[src/rtl/control_unit.sv]
// Multi-cycle control FSM for datapath_with_uc: FETCH -> DECODE -> EXEC [-> MEM]
// for RV64I opcode classes, with sticky illegal/bus-error halts and an
// instruction-retired counter.
module control_unit #(
  parameter int unsigned TIMEOUT_CYCLES = 255,
  parameter int unsigned CNT_WIDTH      = 32
) (
  input  logic                 CLK,
  input  logic                 reset,
  input  logic [6:0]           opcode,
  input  logic                 mem_ready,
  output logic                 WE_RF,
  output logic                 WE_MEM,
  output logic [1:0]           RF_din_sel,
  output logic                 ULA_din2_sel,
  output logic                 load_pc,
  output logic                 load_ir,
  output logic                 pc_next_sel,
  output logic                 pc_adder_sel,
  output logic                 mem_addr_sel,
  output logic                 mem_req,
  output logic                 illegal,
  output logic                 bus_error,
  output logic [CNT_WIDTH-1:0] instret,
  output logic [2:0]           state
);

  localparam logic [2:0] S_START  = 3'd0;
  localparam logic [2:0] S_FETCH  = 3'd1;
  localparam logic [2:0] S_DECODE = 3'd2;
  localparam logic [2:0] S_EXEC   = 3'd3;
  localparam logic [2:0] S_MEM    = 3'd4;
  localparam logic [2:0] S_HALT   = 3'd7;

  localparam logic [6:0] OPC_OP       = 7'b0110011;
  localparam logic [6:0] OPC_OP32     = 7'b0111011;
  localparam logic [6:0] OPC_OPIMM    = 7'b0010011;
  localparam logic [6:0] OPC_OPIMM32  = 7'b0011011;
  localparam logic [6:0] OPC_LUI      = 7'b0110111;
  localparam logic [6:0] OPC_AUIPC    = 7'b0010111;
  localparam logic [6:0] OPC_JAL      = 7'b1101111;
  localparam logic [6:0] OPC_JALR     = 7'b1100111;
  localparam logic [6:0] OPC_BRANCH   = 7'b1100011;
  localparam logic [6:0] OPC_LOAD     = 7'b0000011;
  localparam logic [6:0] OPC_STORE    = 7'b0100011;

  // Wait counter only needs to reach TIMEOUT_CYCLES-1 before the error fires.
  localparam int unsigned WAIT_W = (TIMEOUT_CYCLES > 2) ? $clog2(TIMEOUT_CYCLES) : 1;
  localparam logic [WAIT_W-1:0] WAIT_LAST =
    (TIMEOUT_CYCLES == 0) ? '0 : WAIT_W'(TIMEOUT_CYCLES - 1);

  logic [2:0]           state_q, state_d;
  logic                 illegal_q, illegal_d;
  logic                 bus_error_q, bus_error_d;
  logic [CNT_WIDTH-1:0] instret_q, instret_d;
  logic [WAIT_W-1:0]    wait_q, wait_d;
  logic                 timeout_hit;
  logic                 opc_legal;

  assign timeout_hit = (TIMEOUT_CYCLES != 0) && (wait_q == WAIT_LAST);

  // Classify the opcode as one of the supported RV64I classes.
  always_comb begin
    opc_legal = 1'b0;
    case (opcode)
      OPC_OP, OPC_OP32, OPC_OPIMM, OPC_OPIMM32, OPC_LUI, OPC_AUIPC,
      OPC_JAL, OPC_JALR, OPC_BRANCH, OPC_LOAD, OPC_STORE: opc_legal = 1'b1;
      default: opc_legal = 1'b0;
    endcase
  end

  // Next-state, sticky-flag and control-output decode from state and opcode.
  always_comb begin
    state_d      = state_q;
    illegal_d    = illegal_q;
    bus_error_d  = bus_error_q;
    wait_d       = '0;
    WE_RF        = 1'b0;
    WE_MEM       = 1'b0;
    RF_din_sel   = 2'b00;
    ULA_din2_sel = 1'b0;
    load_pc      = 1'b0;
    load_ir      = 1'b0;
    pc_next_sel  = 1'b0;
    pc_adder_sel = 1'b0;
    mem_addr_sel = 1'b0;
    mem_req      = 1'b0;
    case (state_q)
      S_START: state_d = S_FETCH;
      S_FETCH: begin
        mem_req = 1'b1;
        if (mem_ready) begin
          load_ir = 1'b1;
          state_d = S_DECODE;
        end else if (timeout_hit) begin
          bus_error_d = 1'b1;
          state_d     = S_HALT;
        end else begin
          wait_d = wait_q + WAIT_W'(1);
        end
      end
      S_DECODE: begin
        if (opc_legal) begin
          state_d = S_EXEC;
        end else begin
          illegal_d = 1'b1;
          state_d   = S_HALT;
        end
      end
      S_EXEC: begin
        load_pc = 1'b1;
        state_d = S_FETCH;
        case (opcode)
          OPC_OP, OPC_OP32: begin
            WE_RF      = 1'b1;
            RF_din_sel = 2'b01;
          end
          OPC_OPIMM, OPC_OPIMM32, OPC_LUI: begin
            WE_RF        = 1'b1;
            RF_din_sel   = 2'b01;
            ULA_din2_sel = 1'b1;
          end
          OPC_AUIPC: begin
            WE_RF      = 1'b1;
            RF_din_sel = 2'b11;
          end
          OPC_JAL: begin
            WE_RF       = 1'b1;
            RF_din_sel  = 2'b10;
            pc_next_sel = 1'b1;
          end
          OPC_JALR: begin
            WE_RF        = 1'b1;
            RF_din_sel   = 2'b10;
            ULA_din2_sel = 1'b1;
            pc_adder_sel = 1'b1;
            pc_next_sel  = 1'b1;
          end
          OPC_BRANCH: pc_next_sel = 1'b1;
          OPC_LOAD, OPC_STORE: begin
            load_pc      = 1'b0;
            ULA_din2_sel = 1'b1;
            state_d      = S_MEM;
          end
          default: begin
            // IR changed under us: treat as illegal rather than retire garbage.
            load_pc   = 1'b0;
            illegal_d = 1'b1;
            state_d   = S_HALT;
          end
        endcase
      end
      S_MEM: begin
        mem_req      = 1'b1;
        mem_addr_sel = 1'b1;
        ULA_din2_sel = 1'b1;
        WE_MEM       = (opcode == OPC_STORE);
        if (mem_ready) begin
          WE_RF   = (opcode == OPC_LOAD);
          load_pc = 1'b1;
          state_d = S_FETCH;
        end else if (timeout_hit) begin
          bus_error_d = 1'b1;
          state_d     = S_HALT;
        end else begin
          wait_d = wait_q + WAIT_W'(1);
        end
      end
      S_HALT: state_d = S_HALT;
      default: state_d = S_HALT;
    endcase
    instret_d = instret_q + CNT_WIDTH'(load_pc);
  end

  // State, sticky flags, wait counter and retire counter.
  always_ff @(posedge CLK or posedge reset) begin
    if (reset) begin
      state_q     <= S_START;
      illegal_q   <= 1'b0;
      bus_error_q <= 1'b0;
      instret_q   <= '0;
      wait_q      <= '0;
    end else begin
      state_q     <= state_d;
      illegal_q   <= illegal_d;
      bus_error_q <= bus_error_d;
      instret_q   <= instret_d;
      wait_q      <= wait_d;
    end
  end

  assign illegal   = illegal_q;
  assign bus_error = bus_error_q;
  assign instret   = instret_q;
  assign state     = state_q;

endmodule

[config.mk]
export PLATFORM = sky130hd
export DESIGN_NAME = control_unit
export DESIGN_NICKNAME = d
export VERILOG_FILES = /design/src/rtl/control_unit.sv
export SDC_FILE = /design/constraint.sdc
export NUM_CORES = 1
export LEC_CHECK = 0
export CAP_MARGIN = 40
export CORE_MARGIN = 2
export CORE_UTILIZATION = 49
export DETAILED_ROUTE_END_ITERATION = 8
export PLACE_DENSITY = 0.81
export SYNTH_ARGS = -nofsm -noshare
export SYNTH_HDL_FRONTEND = slang
export SYNTH_SLANG_ARGS = --single-unit
[constraint.sdc]
create_clock -name CLK -period 2.99 [get_ports CLK]
set_input_delay 0.299 -clock CLK [delete_from_list [all_inputs] [get_ports CLK]]
set_output_delay 0.299 -clock CLK [all_outputs]
set_load 0.01 [all_outputs]
==> results.cfg <==
[layout]
regArea_sq_um = 1130
multi_input_area_sq_um = 1120
final_area_sq_um = 3130
antenna_cells = 0
fillers = 351
synthToLayoutAreaGrowth_pct = 36.5
drive_above_1_share_pct = 12.2
layout.nets = 299

[timing]
rsz0062_at_grt = false
final_hold_viol_count = 0
setup_tns_ns = 0
tightestPinTransition_ns = 0.465
skew_ns = 0.00724
min_period_ns = 2.65
slew_headroom_pct = 68.8
finalMaxSlewViolations = 0
fmax_mhz = 377
fin_hold_ws_ns = 0.191
min_period_over_period_pct = 88.7
setup_viol = 0

[floorplan]
io_pins = 58
die_area_sq_um = 5240
die_x_um = 72.4
chipHeight_um = 72.4
rows = 24
core_sq_um = 4410
start_util_pct = 51.9

[clocking]
holdBufCountCts = 0
cts_sinks = 45
clkTransAtPathRegs_ns = 0.08
cts-root-buf = clkbuf_8
cts_tree = built
cts_buffers = 5
htree_num_levels = 2
max-clock-path-buffers = 2
clock_latency_ns = 0.29

[setup_path]
endpoint_kind = flip-flop
setup.worst_path.end = instret[26]
cp-startpoint = opcode[6]
startpoint_type = input port
critPathMaxFanout = 13
max_stage_delay_ns = 0.54
slowest_stage = clkdlybuf4s50_1
reg2reg_from = state[0]
arrival_ns = 2.83
crit_type = in -> reg
crit_chain = clkdlybuf4s50_1 > nand3b_1 > nor3_1 > a21oi_1 > o21ai_1 > ha_1 > nand2_1 > nor4_4 > buf_4 > nand4_1 > xnor2_1
reg2reg_depth = 11
required_ns = 3.17
r2r_setup_slack_ns = 0.43
rr_endpoint = instret[26]

[worst_hold_path]
hold_class = in -> async

[synth]
yosysSeqAreaShare_pct = 49.2
yosysMostFrequentCell = dfrtp_1
syn_area_sq_um = 2290
syn_avg_cell_area_sq_um = 10.7
synth_top_flop_cell = dfrtp_1
synth.distinct_cells = 43
yosys-top-cells-count = dfrtp_1 (45), xnor2_1 (26), nand4_1 (15), nor2_1 (15), nand2_1 (13)
yosysTopAreaCell = dfrtp_1
syn_nets = 228
synth_area_leaders = dfrtp_1 (49%), xnor2_1 (9.9%), xor2_1 (4.6%)
synth-seq-cells = 45
ys_async_sr_fraction_pct = 100
synth_warnings = 0
synth_edf_count = 0
yosysTopAreaCellShare_pct = 49.2
syn_inst = 214

[route]
drt_iter0_drc = 103
antenna_left = 0
wirelength_mm = 4.92
routedWlPerCell_um = 14.5
num_vias = 1866
drc_errors = 0
viasPerCell = 5.52
drt-pass1-iter-count = 4

[place]
io_buffer_count = 57
post-dp-hpwl_mm = 3.67
place_area_sq_um = 3010
place_congestion = 0.802

[global_route]
grtUsageTotal_pct = 20.5
grt_pass1_vias = 1900
antenna_found_initial = 0
grt_pass1_wl_mm = 8.51
grt_overflow_total = 0
grt_max_degree = 23

[flow_run]
cap_viol_max_count = 0

[power]
p_total_uw = 1280
p_per_area_nw_per_um2 = 410
p_leak_uw = 0.00137
vdd_drop_max_mv = 0.246

[outcome]
status = completed
-- metrics by stage --
stage | util, % | std cells | worst slack, ns
after floorplan | - | 214 | 0.298
after global placement | 67.5 | 329 | 0.000565
after detailed placement | 68.1 | 330 | -0.164
after CTS | 70.9 | 338 | 0.147
after global routing | 70.9 | 338 | 0.120
final | 70.9 | 338 | 0.336
-- sequential cells by signal, summed over array words and instances, names as in the netlist --
| register | cells |
|---|---|
| wait_q | 8 |
| state | 3 |
| illegal | 1 |
| instret | 32 |
| bus_error | 1 |
-- cells by family after synthesis --
family,after synthesis,share of synthesized area [%]
AND/OR/NAND/NOR,95,25.1
AO/OA/AOI/OAI,22,7.15
flip-flops,45,49.2
adder cells (fa/ha/maj),4,2.18
buffers and inverters,10,1.91
XOR/XNOR,38,14.5
-- worst min-delay path by stage --
stage | end | slack [ns] | cells past startpoint
after floorplan | state[0] | 0.46 | 2
after CTS | illegal | 0.18 | 2
final | illegal | 0.19 | 2
after global routing | illegal | 0.19 | 2
after detailed placement | bus_error | 0.45 | 1
after global placement | bus_error | 0.44 | 1
-- layout by cell type, fill, tap and decap left out, drive strengths merged, types with 2 or more instances in the layout --
cell,synthesis,routed
nand4,16,16
clkbuf,1,6
or2,3,3
and3,9,9
ha,4,4
and2,4,4
a21oi,7,7
nor4,3,3
buf,3,11
dfrtp,45,45
clkdlybuf4s50,0,57
inv,6,5
nor2,15,15
xor2,12,12
a21o,2,2
xnor2,26,26
o21ai,3,3
and4,6,6
nand3b,2,2
nand2b,3,3
nand2,13,13
nand3,11,11
or3,2,2
nor3,4,4
-- final cells by class --
type                    count  share of cell area (%)
flip-flops and latches     45                    36.0
inverters                   6                   0.720
multi-input cells         159                    35.8
well taps                  52                    2.08
clock buffers               6                    2.64
clock inverters             2                    1.20
repair buffers             68                    21.5
-- what timing repair did --
item,in CTS,in global routing
setup endpoints to repair,0,8
resized for setup,0,1
buffers inserted,0,0
endpoints found under the hold margin,0,0
-- per-layer routing --
metal,global-route usage [%],vias to the layer above,routed length [um]
met1,26.7,891,2240
met5,0,-,0
met4,7.20,0,99
met2,33.9,58,2340
li1,-,907,-
met3,4.44,10,238
-- worst max-delay path, delay by kind of cell --
| kind | cells | cell delay (ns) |
|---|---|---|
| xor gates and xnor gates | 1 | 0.16 |
| buffers and inverters | 2 | 0.77 |
| adders and majority gates | 1 | 0.22 |
| and+or+nand+nor | 5 | 0.99 |
| AOI/OAI and AO/OA | 2 | 0.38 |
-- power breakdown --
part / internal, uW / switching (uW)
Combinational: 80.9 / 70.6
Sequential: 627 / 29.9
Clock: 272 / 202
(Power assumes the default switching activity.)
